<file path="config.mk">
export PLATFORM = sky130hd
export DESIGN_NAME = sar_cycle_sequencer
export DESIGN_NICKNAME = d
export VERILOG_FILES = /design/src/rtl/sar_cycle_sequencer.sv
export SDC_FILE = /design/constraint.sdc
export NUM_CORES = 1
export LEC_CHECK = 0
export CAP_MARGIN = 20
export CELL_PAD_IN_SITES_DETAIL_PLACEMENT = 0
export CELL_PAD_IN_SITES_GLOBAL_PLACEMENT = 1
export CORE_ASPECT_RATIO = 2
export CORE_MARGIN = 3
export CORE_UTILIZATION = 38
export DETAILED_ROUTE_END_ITERATION = 7
export PLACE_DENSITY_LB_ADDON = 0.12
export REMOVE_ABC_BUFFERS = 1
export SLEW_MARGIN = 30
export SYNTH_ARGS = -nofsm -noshare
export SYNTH_HDL_FRONTEND = slang
export SYNTH_SLANG_ARGS = --single-unit
export TNS_END_PERCENT = 1
</file>
<file path="constraint.sdc">
create_clock -name CLK -period 1.7 [get_ports CLK]
set_input_delay 0.51 -clock CLK [delete_from_list [all_inputs] [get_ports CLK]]
set_output_delay 0.51 -clock CLK [all_outputs]
set_load 0.1 [all_outputs]
</file>
<file path="src/rtl/sar_cycle_sequencer.sv">
// Synchronous SAR cycle sequencer: counts comparator RDY edges, builds CF/D,
// latches DOUT with a VALID strobe, flags FINAL and a missing-RDY TIMEOUT.
//
// Ports:
//   CLK, RSTN      clock, async-assert active-low reset (release synchronised)
//   CKS            sample clock, high = conversion phase
//   RDY, COMP      comparator ready (rising edge) and decision, async to CLK
//   CF             thermometer cycle flags
//   D              live SAR bits, D[NBITS-1] is the MSB
//   DOUT, VALID    last result and its one-cycle update strobe
//   FINAL, TIMEOUT conversion complete / RDY edge missing, held until CKS low
module sar_cycle_sequencer #(
  parameter int NBITS       = 9,
  parameter int SYNC_STAGES = 2,
  parameter int TIMEOUT_CYC = 63
) (
  input  logic             CLK,
  input  logic             RSTN,
  input  logic             CKS,
  input  logic             RDY,
  input  logic             COMP,
  output logic [NBITS-1:0] CF,
  output logic [NBITS-1:0] D,
  output logic             FINAL,
  output logic [NBITS-1:0] DOUT,
  output logic             VALID,
  output logic             TIMEOUT
);

  localparam int KW = $clog2(NBITS + 1);
  localparam logic [KW-1:0] KLAST = KW'(NBITS - 1);
  localparam logic [7:0] TLAST = 8'(TIMEOUT_CYC - 1);

  typedef enum logic [1:0] {
    IDLE,
    CONV,
    DONE,
    ERR
  } state_t;

  logic [1:0] rst_sq;
  logic       run;

  always_ff @(posedge CLK or negedge RSTN) begin
    if (!RSTN) rst_sq <= '0;
    else       rst_sq <= {rst_sq[0], 1'b1};
  end

  assign run = rst_sq[1];

  logic [SYNC_STAGES-1:0] cks_sy;
  logic [SYNC_STAGES-1:0] rdy_sy;
  logic [SYNC_STAGES-1:0] comp_sy;
  logic                   rdy_d;

  always_ff @(posedge CLK or negedge RSTN) begin
    if (!RSTN) begin
      cks_sy  <= '0;
      rdy_sy  <= '0;
      comp_sy <= '0;
      rdy_d   <= 1'b0;
    end else begin
      cks_sy  <= {cks_sy[SYNC_STAGES-2:0], CKS};
      rdy_sy  <= {rdy_sy[SYNC_STAGES-2:0], RDY};
      comp_sy <= {comp_sy[SYNC_STAGES-2:0], COMP};
      rdy_d   <= rdy_sy[SYNC_STAGES-1];
    end
  end

  logic cks_s;
  logic comp_s;
  logic rdy_edge;

  assign cks_s    = cks_sy[SYNC_STAGES-1];
  assign comp_s   = comp_sy[SYNC_STAGES-1];
  assign rdy_edge = rdy_sy[SYNC_STAGES-1] & ~rdy_d;

  state_t           state_q, state_n;
  logic [NBITS-1:0] cf_q, cf_n;
  logic [NBITS-1:0] d_q, d_n;
  logic [NBITS-1:0] dout_q, dout_n;
  logic [KW-1:0]    k_q, k_n;
  logic [7:0]       timer_q, timer_n;
  logic             valid_q, valid_n;

  always_ff @(posedge CLK or negedge RSTN) begin
    if (!RSTN) begin
      state_q <= IDLE;
      cf_q    <= '0;
      d_q     <= '0;
      dout_q  <= '0;
      k_q     <= '0;
      timer_q <= '0;
      valid_q <= 1'b0;
    end else begin
      state_q <= state_n;
      cf_q    <= cf_n;
      d_q     <= d_n;
      dout_q  <= dout_n;
      k_q     <= k_n;
      timer_q <= timer_n;
      valid_q <= valid_n;
    end
  end

  always_comb begin
    state_n = state_q;
    cf_n    = cf_q;
    d_n     = d_q;
    dout_n  = dout_q;
    k_n     = k_q;
    timer_n = timer_q;
    valid_n = 1'b0;
    unique case (state_q)
      IDLE: begin
        if (cks_s) state_n = CONV;
      end
      CONV: begin
        if (!cks_s) begin
          state_n = IDLE;
        end else if (rdy_edge) begin
          timer_n = '0;
          k_n     = k_q + KW'(1);
          for (int i = 0; i < NBITS; i++) begin
            if (k_q == KW'(i)) begin
              cf_n[i]           = 1'b1;
              d_n[NBITS-1-i]    = comp_s;
            end
          end
          if (k_q == KLAST) begin
            state_n = DONE;
            dout_n  = d_n;
            valid_n = 1'b1;
          end
        end else if (timer_q == TLAST) begin
          state_n = ERR;
        end else begin
          timer_n = timer_q + 8'd1;
        end
      end
      DONE, ERR: begin
        if (!cks_s) state_n = IDLE;
      end
    endcase
    // Held in reset until the synchronised release arrives.
    if (!run) begin
      state_n = IDLE;
      dout_n  = '0;
      valid_n = 1'b0;
    end
    // Every entry into (and stay in) IDLE clears the per-conversion state.
    if (state_n == IDLE) begin
      cf_n    = '0;
      d_n     = '0;
      k_n     = '0;
      timer_n = '0;
    end
  end

  assign CF      = cf_q;
  assign D       = d_q;
  assign DOUT    = dout_q;
  assign VALID   = valid_q;
  assign FINAL   = (state_q == DONE) || (state_q == ERR);
  assign TIMEOUT = (state_q == ERR);

endmodule

</file>
=== Yosys cells after proc, flatten, opt, wreduce, memory -nomap -nowiden ===
Cells that the tools add are included.

* Equal/unequal tests: 17
* Mux-type cells: 53
* Order comparisons: 0
* Multiply operators: 0
* Add/sub/neg operators: 2
* Shift operators: 0
* Bitwise logic cells: 2
* Div/mod/pow operators: 0
* Reductions and logical operators: 29

{| class="wikitable"
|+ Operator list
! cell !! count
|-
| two-way mux 9 bit || 13
|-
| two-way mux 8 bit || 5
|-
| AND reduction 4 bit || 10
|-
| nonzero test 2 bit || 12
|-
| two-way mux 1 bit || 23
|-
| == test 4 x 3 -> 1 bit, second input constant || 4
|-
| two-way mux 4 bit || 4
|-
| two-way mux 2 bit || 7
|-
| adder 8 x 1 -> 8 bit, second input constant || 1
|-
| == test 4 x 2 -> 1 bit, second input constant || 2
|-
| == test 8 x 6 -> 1 bit, second input constant || 1
|-
| != test 2 x 1 -> 1 bit, second input constant || 4
|-
| case mux 2 bit (3 select lines) || 1
|-
| AND reduction 3 bit || 2
|-
| adder 4 x 1 -> 4 bit, second input constant || 1
|-
| == test 2 bit, second input constant || 2
|-
| == test 4 x 1 -> 1 bit, second input constant || 1
|-
| == test 4 bit, second input constant || 1
|-
| logical NOT 2 bit || 2
|-
| logical NOT 4 bit || 1
|-
| != test 3 x 2 -> 1 bit, second input constant || 1
|-
| == test 2 x 1 -> 1 bit, second input constant || 1
|-
| OR reduction 2 bit || 1
|-
| AND 1 bit || 1
|-
| other kinds (2) || 2
|}

* Input port bits: 5
* Register bits: 51
* Latch bits: 0
* Memories kept: 0
* RAM bits: 0
* Word-level logic and storage cells: 123
* ROM bits: 0
* Output and inout port bits: 30

=== Longest topological paths before layout ===
* Depth in word-level cells: 9
* Mapped depth: 7
* Mapped depth without buffers: 6

=== Worst setup path after synthesis ===
No wires, ideal clock.

* Path type: register to output
* Start point: register state_q[1]
* End point: output FINAL
* Slack: -0.024 ns
* Arrival time: 1.214 ns
* Data required time: 1.190 ns
* Stages on the path, launching flop included: 2
* Path buffers: 1
* Cell sequence: dfrtp_1 -> clkbuf_1

* Word-level cells in the longest chain between the ends: 2
* Elaborated cells between the ends (all ways): 3
* Those cells by class: 2 x eq/ne; 1 x reduce/logical

{| class="wikitable"
|+ Ends and longest elaborated chain
! element !! line !! source
|-
| from (decl) || 78 || <nowiki>state_t state_q, state_n;</nowiki>
|-
| from (signal assigned) || 96 || <nowiki>state_q <= state_n;</nowiki>
|-
| == test 2 bit || 164 || <nowiki>assign FINAL = (state_q == DONE) || (state_q == ERR);</nowiki>
|-
| logical OR 1 bit (*) || 164 ||
|-
| to (decl) || 24 || <nowiki>output logic FINAL,</nowiki>
|}

Mark *: on every way between the ends. The rest lies on a longest branch, timed or not.

=== Worst setup path in the final report ===
* Start point: register state_q[1]
* End point: output TIMEOUT

* Word-level cells in the longest chain between the ends: 1

{| class="wikitable"
|+ Ends and longest elaborated chain
! element !! line !! source
|-
| == test 2 bit || 165 || <nowiki>assign TIMEOUT = (state_q == ERR);</nowiki>
|-
| to (decl) || 27 || <nowiki>output logic TIMEOUT</nowiki>
|}

No other way between the ends.

==> impl_metrics.env <==
export IMPL_power_switching_w=0.000538
export IMPL_fin_tns_setup_ns=0
export IMPL_grt_max_degree=33
export IMPL_fin_cells=307
export IMPL_fin_util_pct=56.1
export IMPL_row_count=39
export IMPL_routedWlPerCell_um=16.8
export IMPL_numCtsBuffers=5
export IMPL_max_stage_delay_ns=0.46
export IMPL_nNetsFinal=256
export IMPL_yosysTopAreaCell="dfrtp_1"
export IMPL_end_kind="output port"
export IMPL_crit_chain="and2_1, buf_12"
export IMPL_fmax_mhz=610
export IMPL_grtUsageTotal_pct=17.3
export IMPL_clock_path_buffers=2
export IMPL_first_global_vias=1798
export IMPL_final_cell_mix="dfrtp_1, buf_12, nor2_1"
export IMPL_drt_initial_drc_count=79
export IMPL_drt_total_wl_um=5160
export IMPL_fin_crit_ns=1.64
export IMPL_drt_pass1_iterations=4
export IMPL_cts_htree_levels=2
export IMPL_clkSinkCount=51
export IMPL_die_w_um=60.6
export IMPL_layout_drive_gt1_share_pct=25.2
export IMPL_grt_pass1_wl_um=8970
export IMPL_p_comb_share_pct=4.2
export IMPL_ff2ff_setup_slack_ns=0.06
export IMPL_cp_max_fo=5
export IMPL_synthTopCellsByArea="dfrtp_1, mux2i_1, o2bb2ai_1"
export IMPL_port_buffers=34
export IMPL_cts_tree="done"
export IMPL_seq_power_share_pct=49.6
export IMPL_max_slew_margin_pct=59.3
export IMPL_crit_slowest_cell="dfrtp_2"
export IMPL_ir_worst_vdd_uv=653
export IMPL_rsz0062_at_grt="yes"
export IMPL_cp_required_ns=1.19
export IMPL_grt_antenna_before_repair=0
export IMPL_fp_dieH_um=115
export IMPL_cts_setup_buffers=0
export IMPL_via_per_inst=5.32
export IMPL_synthFlopType="dfrtp_1"
export IMPL_coreArea_mm2=0.00576
export IMPL_synth_top_area_share_pct=56.4
export IMPL_cap_violations=0
export IMPL_yosysUniqueCellTypes=35
export IMPL_start_kind="register"
export IMPL_clkTransAtPathRegs_ns=0.07
export IMPL_ys_warn_count=0
export IMPL_finClkSkew_ns=0.00908
export IMPL_grt_overflow_total=0
export IMPL_synth_seq_cells=51
export IMPL_slew_viol_final=0
export IMPL_pin_count=35
export IMPL_cp_arrival_ns=1.13
export IMPL_antenna_left=0
export IMPL_tightest_slew_ns=0.610
export IMPL_place_congestion=0.740
export IMPL_synth_edf_count=0
export IMPL_ys_seq_area_share_pct=56.4
export IMPL_finalPower_w=0.00250
export IMPL_syn_avg_cell_area_um2=11.1
export IMPL_dieArea_mm2=0.00697
export IMPL_hold_ws_ns=0.116
export IMPL_netlist_area_mm2=0.00226
export IMPL_setup_viol=0
export IMPL_final_common_cell="dfrtp_1"
export IMPL_crit_type="register to output port"
export IMPL_async_flop_share_pct=100
export IMPL_hold_viol=0
export IMPL_drc_errors=0
export IMPL_hold_class="input pin to asynchronous set/reset pin"
export IMPL_status="completed"
export IMPL_vias=1632
export IMPL_p_sw_share_pct=21.5
export IMPL_power_leakage_nw=1.46
export IMPL_clockRootBuffer="clkbuf_16"
export IMPL_period_share_pct=96.4
export IMPL_start_util_pct=39.3
export IMPL_hpwl_um=3720
export IMPL_placed_cells=300
export IMPL_syn_inst=203
export IMPL_clk_latency_ns=0.29
export IMPL_cellInternalPower_w=0.00196
export IMPL_diodes=0
export IMPL_syn_to_final_growth_pct=42.7
export IMPL_p_per_area_mw_per_mm2=775
export IMPL_p_clk_share_pct=46.2
-- final timing paths --
check	from	to	cells after the start
worst min register to register	cks_sy[0]	cks_sy[1]	0
worst max-delay path	state_q[1]	TIMEOUT	2
min in group CLK	cks_sy[0]	cks_sy[1]	0
max in group asynchronous	RSTN	state_q[1]	2
worst max register to register	timer_q[1]	timer_q[6]	5
worst min-delay path	RSTN	CF[6]	1
-- critical path: cells and delay by family, from the launching register on --
family	cells	cell delay, ns
flops	1	0.46
simple gates	1	0.20
buf+inv	1	0.17
-- area by class of cell --
class                      count  area (um^2)
timing repair buffer          44          727
tap                           61         76.3
sequential                    51         1280
fill                         526         2530
clock inverter                 3         46.3
multi-input combinational    129          923
clock buffer                   5          125
inverter                      14         53.8
-- cells by family (layout without fill, tap and decap cells) --
logic type / after synthesis / in the layout / synth area share (%)
AND/OR/NAND/NOR: 67 / 67 / 15.4
AO/OA/AOI/OAI: 33 / 33 / 10.9
XOR/XNOR: 5 / 5 / 1.93
adder cells (fa/ha/maj): 6 / 6 / 3.32
buffers and inverters: 23 / 66 / 4.31
other: 1 / 1 / 0.166
flip-flops: 51 / 51 / 56.4
multiplexers: 17 / 17 / 7.52
-- sequential cells by signal, indices dropped and copies added, names as in the netlist --
name / count
VALID: 1
rdy_sy: 2
CF: 9
k_q: 4
timer_q: 8
state_q: 2
DOUT: 9
rdy_d: 1
cks_sy: 2
comp_sy: 2
rst_sq: 2
D: 9
-- power groups by stage --
| stage | Combinational (W) | Clock (W) | Sequential (W) |
|---|---|---|---|
| floorplan | 0.0000371 | 0 | 0.00126 |
| global placement | 0.000102 | 0 | 0.00126 |
| detailed placement | 0.000104 | 0 | 0.00126 |
| CTS | 0.000105 | 0.00120 | 0.00124 |
| global route | 0.000117 | 0.00125 | 0.00124 |
| finish | 0.000105 | 0.00115 | 0.00124 |
-- stage by stage --
step	setup WS [ns]	area, um^2
6_report	0.0620	3230
5_1_grt	-0.0352	3230
4_1_cts	-0.00410	3200
3_5_place_dp	0.0235	3030
3_3_place_gp	0.0594	3030
2_1_floorplan	-1.43	2220
-- per-layer routing --
metal	track usage [%]	share of wire, %	up-vias
li1	-	-	780
met1	20.6	38	805
met2	29.1	57	39
met3	3.60	3.5	8
met4	7.67	2.1	0
met5	0	0	-
-- synthesized netlist by cell type (2+ instances only) --
master / n
or3_1: 4
o21ai_1: 2
buf_2: 2
nand3_1: 11
nand4_1: 5
and4b_1: 2
nor3_1: 2
mux2i_1: 17
nand2_1: 12
o21ai_0: 4
clkbuf_1: 6
inv_1: 13
dfrtp_1: 51
o2bb2ai_1: 10
xor2_1: 4
a21boi_1: 3
and2b_2: 2
and2_1: 3
a21oi_1: 10
ha_1: 6
nor2_1: 20
-- timing repair --
action / CTS / global route
setup endpoints to repair: 2 / 24
hold buffers: 0 / 0
resized for setup: 1 / 8
Power figures use the tool's default switching activity.
